## config.mk

```make
export PLATFORM = sky130hd
export DESIGN_NAME = switch_button_user_logic
export DESIGN_NICKNAME = d
export VERILOG_FILES = /design/src/rtl/switch_button_user_logic.sv
export SDC_FILE = /design/constraint.sdc
export NUM_CORES = 1
export LEC_CHECK = 0
export BUFFER_PORTS_ARGS = -buffer_cell sky130_fd_sc_hd__buf_4
export CAP_MARGIN = 20
export CORE_UTILIZATION = 30
export DETAILED_ROUTE_END_ITERATION = 8
export GPL_TIMING_DRIVEN = 0
export SLEW_MARGIN = 20
export SYNTH_ARGS = -nofsm -noshare
export SYNTH_HDL_FRONTEND = slang
export SYNTH_SLANG_ARGS = --single-unit
```

## constraint.sdc

```tcl
create_clock -name S_AXI_ACLK -period 4.2 [get_ports S_AXI_ACLK]
set_input_delay 0 -clock S_AXI_ACLK [delete_from_list [all_inputs] [get_ports S_AXI_ACLK]]
set_output_delay 0 -clock S_AXI_ACLK [all_outputs]
set_load 0.1 [all_outputs]
```

## src/rtl/switch_button_user_logic.sv

```systemverilog
// AXI-Lite read-side user logic: synchronized switches, debounced buttons with
// sticky clear-on-read press capture, an interrupt enable and a level interrupt.
module switch_button_user_logic #(
  parameter int SW_WIDTH        = 8,
  parameter int BTN_WIDTH       = 5,
  parameter int DEBOUNCE_CYCLES = 1000000,
  parameter int CNT_WIDTH       = 20
) (
  input  logic                 S_AXI_ACLK,
  input  logic                 S_AXI_ARESETN,
  input  logic                 slv_reg_rden,
  input  logic [2:0]           axi_araddr,
  input  logic                 slv_reg_wren,
  input  logic [2:0]           axi_awaddr,
  input  logic [31:0]          S_AXI_WDATA,
  input  logic [SW_WIDTH-1:0]  SW,
  input  logic [BTN_WIDTH-1:0] BTN,
  output logic [31:0]          reg_data_out,
  output logic                 irq
);

  localparam logic [CNT_WIDTH-1:0] DB_LAST = CNT_WIDTH'(DEBOUNCE_CYCLES - 1);

  logic [SW_WIDTH-1:0]  sw_meta;
  logic [SW_WIDTH-1:0]  sw_state;
  logic [BTN_WIDTH-1:0] btn_meta;
  logic [BTN_WIDTH-1:0] btn_sync;
  logic [BTN_WIDTH-1:0] btn_state;
  logic [BTN_WIDTH-1:0] btn_state_nxt;
  logic [BTN_WIDTH-1:0] btn_rise;
  logic [BTN_WIDTH-1:0] btn_edge;
  logic [CNT_WIDTH-1:0] db_cnt     [BTN_WIDTH];
  logic [CNT_WIDTH-1:0] db_cnt_nxt [BTN_WIDTH];
  logic                 irq_en;
  logic                 rd_edge;
  logic                 wr_ctrl;
  logic [31:0]          rd_mux;
  logic [31:0]          sw_ext;
  logic [31:0]          btn_ext;
  logic [31:0]          edge_ext;
  logic                 unused_wdata;

  assign unused_wdata = ^S_AXI_WDATA[31:1];

  // A button level is accepted only after DEBOUNCE_CYCLES consecutive cycles
  // of disagreement with the accepted state; any agreement restarts the count.
  always_comb begin
    btn_state_nxt = btn_state;
    for (int i = 0; i < BTN_WIDTH; i++) begin
      db_cnt_nxt[i] = '0;
      if (btn_sync[i] != btn_state[i]) begin
        if (db_cnt[i] == DB_LAST) begin
          btn_state_nxt[i] = btn_sync[i];
        end else begin
          db_cnt_nxt[i] = db_cnt[i] + CNT_WIDTH'(1);
        end
      end
    end
  end

  assign btn_rise = btn_state_nxt & ~btn_state;
  assign rd_edge  = slv_reg_rden && (axi_araddr == 3'd2);
  assign wr_ctrl  = slv_reg_wren && (axi_awaddr == 3'd3);

  always_comb begin
    sw_ext   = '0;
    btn_ext  = '0;
    edge_ext = '0;
    sw_ext[SW_WIDTH-1:0]    = sw_state;
    btn_ext[BTN_WIDTH-1:0]  = btn_state;
    edge_ext[BTN_WIDTH-1:0] = btn_edge;
    case (axi_araddr)
      3'd0:    rd_mux = sw_ext;
      3'd1:    rd_mux = btn_ext;
      3'd2:    rd_mux = edge_ext;
      3'd3:    rd_mux = {31'd0, irq_en};
      default: rd_mux = 32'd0;
    endcase
  end

  always_ff @(posedge S_AXI_ACLK) begin
    if (!S_AXI_ARESETN) begin
      sw_meta      <= '0;
      sw_state     <= '0;
      btn_meta     <= '0;
      btn_sync     <= '0;
      btn_state    <= '0;
      btn_edge     <= '0;
      irq_en       <= 1'b0;
      irq          <= 1'b0;
      reg_data_out <= '0;
      for (int i = 0; i < BTN_WIDTH; i++) begin
        db_cnt[i] <= '0;
      end
    end else begin
      sw_meta   <= SW;
      sw_state  <= sw_meta;
      btn_meta  <= BTN;
      btn_sync  <= btn_meta;
      btn_state <= btn_state_nxt;
      for (int i = 0; i < BTN_WIDTH; i++) begin
        db_cnt[i] <= db_cnt_nxt[i];
      end
      // A rise committed in the read cycle survives the clear.
      btn_edge <= (rd_edge ? '0 : btn_edge) | btn_rise;
      irq      <= irq_en & (|btn_edge);
      if (slv_reg_rden) begin
        reg_data_out <= rd_mux;
      end
      if (wr_ctrl) begin
        irq_en <= S_AXI_WDATA[0];
      end
    end
  end

endmodule

```

### Word-level counts from Yosys, hierarchy flattened

Memories as Yosys holds them, arrays and structs flattened.
Cells that the tools add are included.

* flip-flop bits (word level): 70
* memory bits (writable): 100
* memories: 1

Memory list
* db_cnt: depth 5, bits a word 20, read ports 5, clocked after memory_dff 0, write ports 5, RTL line 32 `logic [CNT_WIDTH-1:0] db_cnt [BTN_WIDTH];`

* add/subtract/negate cells: 5
* equality and inequality tests: 14
* muxes and demuxes: 29
* bitwise operators: 9
* reductions and logical operators: 4

Operator list (number)
* $mux 20: 15
* $add 20x1->20 const B: 5
* $eq 20x20->1 const B: 5
* $pmux 8 s4: 1
* $mux 1: 12
* $eq 3x2->1 const B: 3
* $and 5x5->5: 1
* $mux 5: 1
* $ne 1x1->1: 5
* $not 5->5: 1
* $or 1x1->1: 5
* $or 5x5->5: 1
* $reduce_or 5->1: 1
* $eq 3x1->1 const B: 1
* $logic_not 3->1: 1
* $logic_and 1x1->1: 2
* $and 1x1->1: 1

### Logic depth before layout (Yosys ltp)

An unclocked memory read counts as a cell.

* word-level depth: 6
* gate-level depth with buffers: 6
* depth with buffers taken out: 5

### Worst setup path after synthesis

OpenSTA, ideal clock, no wires.

* kind: register -> register
* start: memory db_cnt[2][8] (netlist: db_cnt[0][48])
* end: register btn_edge[2]
* library setup time: 0.072 ns
* arrival time: 1.892 ns
* required time: 4.128 ns
* path slack: 2.236 ns
* stages on the path, launching flop included: 5
* period minus slack after synthesis: 1.964 ns
* cells stage by stage: dfxtp_1 or4b_1 or4_4 or4_1 a21oi_1

RTL lines
* start, declared: RTL line 32
* end signal, assigned: RTL line 105 `btn_edge <= (rd_edge ? '0 : btn_edge) | btn_rise;`
* end, declared: RTL line 31 `logic [BTN_WIDTH-1:0] btn_edge;`

==> results.py <==
metrics = {
    "global_route": {
        "antenna_found_initial": 0,
        "globalRouteTotalUtil_pct": 12.7,
        "grt_pass1_vias": 4555,
        "grt_start_max_net_pins": 17,
        "grt_pass1_wl_um": 21900,
        "grt-ovfl-total": 0,
    },
    "worst_setup_path": {
        "worstPathRequired_ns": 4.49,
        "cp_data_arrival_time_ns": 2.71,
        "rr_worst_depth": 6,
        "worstSetupPathType": "reg2reg",
        "end_kind": "flip-flop",
        "r2r_start": "db_cnt[0][28]",
        "startpoint_type": "flip-flop",
        "crit_start": "db_cnt[0][28]",
        "crit_fanout": 10,
    },
    "synth": {
        "ys_async_sr_fraction_pct": 0,
        "synth.top_cell.area_share_pct": 46.0,
        "avgSynthCellArea_um2": 8.84,
        "yosys.area.top_type": "dfxtp_1",
        "synth-seq-area-share_pct": 46.0,
        "syn-cell-area_mm2": 0.00635,
        "yosys_warnings": 0,
        "synth_edf_count": 0,
        "yosys_most_used_dff": "dfxtp_1",
        "synth_cell_types": 43,
        "ys_seq_elements": 146,
        "synth_area_leaders": "dfxtp_1 46%, xnor2_1 5.4%, nor2_1 4.9%, a21oi_1 3.9%, xor2_1 3.3%",
        "synthCells": 719,
    },
    "clock_network": {
        "cts.htree.levels": 4,
        "cts_tree": "yes",
        "worstSkewPairLatency_ns": 0.42,
        "cts_root_buffer": "clkbuf_16",
        "path_clk_slew_ns": 0.06,
        "cts_buffer_depth": 2,
        "cts.sinks": 146,
        "numCtsBuffers": 17,
    },
    "min_path": {
        "holdPathStages": 4,
        "hold_path_startpoint": "slv_reg_rden",
        "min_path_type": "in2reg",
    },
    "detailed_routing": {
        "via_count": 5050,
        "wl_um": 13000,
        "detailedRoute.firstIterationViolations": 181,
        "wl_per_cell_um": 11.9,
        "vias_per_cell": 4.64,
        "ant_nets": 0,
        "drc": 0,
        "drt_pre_antenna_iters": 4,
    },
    "finish": {
        "drive_above_1_share_pct": 11.6,
        "final_area_mm2": 0.00771,
        "syn_to_final_growth_pct": 21.3,
        "num-nets-final": 866,
        "nFillCells": 2097,
        "antenna_cells": 0,
    },
    "placed_design": {
        "hpwl_um": 9210,
        "place_area_mm2": 0.00700,
        "dp_slack_ns": 1.83,
        "routabilityCongestion": 0.749,
        "numPortBuffers": 29,
    },
    "floorplanning": {
        "rows": 52,
        "dieHeight_um": 148,
        "start_util_pct": 31.0,
        "die_area_mm2": 0.0218,
        "core_mm2": 0.0205,
        "die_x_um": 148,
        "ios": 88,
    },
    "sta": {
        "period_share_pct": 57.7,
        "fin_setup_tns_ns": 0,
        "final_max_slew_viol_count": 0,
        "worst_pin_slew_ns": 0.871,
        "finalHoldViolCount": 0,
        "slew_headroom_pct": 41.7,
        "setup_violations": 0,
        "min_period_ns": 2.42,
        "fmax_mhz": 413,
        "worst_slack_ns": 1.78,
        "rsz0062_at_grt": "false",
        "fin_skew_ns": 0.00736,
    },
    "power": {
        "power_uw": 3000,
        "max-vdd-ir-drop_mv": 0.253,
        "power.leakage_uw": 0.00256,
        "power.density_mw_per_mm2": 390,
    },
    "outcome": {
        "status": "finished clean",
    },
    "job": {
        "cap_violations": 0,
    },
}
## power breakdown
part	leakage, uW	switching (uW)	total, uW	internal [uW]
combinational	0.00111	134	186	51.4
sequential	0.00118	5.66	1400	1400
clock	0.000265	588	1410	827
total	0.00256	728	3000	2280
## worst paths after layout
check,endpoint,slack (ns)
worst max-delay path,db_cnt[0][30],1.78
worst min-delay path,reg_data_out[7],0.11
worst max register to register,db_cnt[0][30],1.78
worst min register to register,btn_sync[3],0.43
## worst max-delay path, cell delays in order (launching register included)
cell,delay [ns]
dfxtp_1,0.29
buf_2,0.15
nor4b_1,0.40
nand4_1,0.19
o211ai_1,0.74
clkbuf_1,0.41
nor2_1,0.10
## metrics by stage
step / cells / hold WS, ns / util [%]
floorplan: 742 / 0.127 / -
global placement: 1041 / 0.212 / 34.1
detailed placement: 1041 / 0.212 / 34.1
CTS: 1088 / 0.101 / 37.6
global route: 1088 / 0.130 / 37.6
finish: 1088 / 0.115 / 37.6
## layout make-up
cell class | count | area [um^2] | area share, %
inverters | 20 | 75.1 | 0.974
repair buffers | 45 | 378 | 4.90
multi-input cells | 527 | 3160 | 41.0
flip-flops and latches | 146 | 2920 | 37.9
plain buffers | 49 | 284 | 3.69
well taps | 270 | 338 | 4.38
clock inverters | 12 | 108 | 1.40
clock buffers | 19 | 443 | 5.75
## layout by cell type (no fill, tap or decap), types with 2 or more instances in the layout
master	instances
a21oi_1	49
and2_1	30
and3_1	11
and4_1	7
buf_2	8
buf_4	53
clkbuf_1	17
clkbuf_16	17
clkinv_2	4
clkinv_4	2
clkinvlp_4	3
conb_1	24
dfxtp_1	146
dlygate4sd3_1	16
ha_1	5
inv_1	19
inv_6	2
mux2i_1	5
nand2_1	41
nand3_1	41
nand3b_1	4
nand4_1	18
nand4b_1	5
nor2_1	83
nor2b_1	10
nor3_1	10
nor4_1	14
nor4b_1	7
o211ai_1	5
o21a_1	2
o21ai_0	17
o2bb2ai_1	4
o31ai_1	17
or3_1	18
or4_1	26
or4b_1	2
xnor2_1	39
xor2_1	24
## cells in the mapped netlist (all sizes together) (7+ instances only)
master / instances
xnor2: 39
nand2: 41
and3: 11
dfxtp: 146
nand3: 41
a21oi: 49
or3: 18
clkbuf: 16
o21ai: 17
and4: 7
nor3: 10
nor4: 14
nor4b: 7
o31ai: 17
nand4: 18
xor2: 24
nor2: 83
buf: 33
and2: 31
or4: 27
inv: 19
nor2b: 10
## cell families (layout without fill, tap and decap cells)
kind of cell | Yosys count | after routing | synth area share [%]
DFF | 146 | 146 | 46.0
buffers and inverters | 69 | 145 | 5.65
and+or+nand+nor | 333 | 333 | 28.6
xor gates and xnor gates | 63 | 63 | 8.68
other | 1 | 24 | 0.0590
adders and majority gates | 5 | 5 | 0.985
AOI/OAI and AO/OA | 96 | 96 | 8.88
muxes | 6 | 6 | 1.14
## sequential cells by signal, indices dropped and copies added (netlist names)
register and flops:
btn_sync 5, btn_meta 5, btn_edge 5, db_cnt 100, reg_data_out 8, sw_state 8, btn_state 5, irq_en 1
irq 1, sw_meta 8
## per-layer routing
metal / GRT usage [%] / vias to the layer above / wire [um]
li1: - / 2667 / -
met1: 17.2 / 2292 / 6700
met2: 19.1 / 79 / 5630
met3: 3.18 / 12 / 444
met4: 5.26 / 0 / 181
met5: 0 / - / 0
## repair_timing
item                      CTS  global route
hold endpoints to repair   21             0
gates resized for setup     0             0
hold buffers               16             0
buffers inserted            0             0
Power figures use the tool's default switching activity.
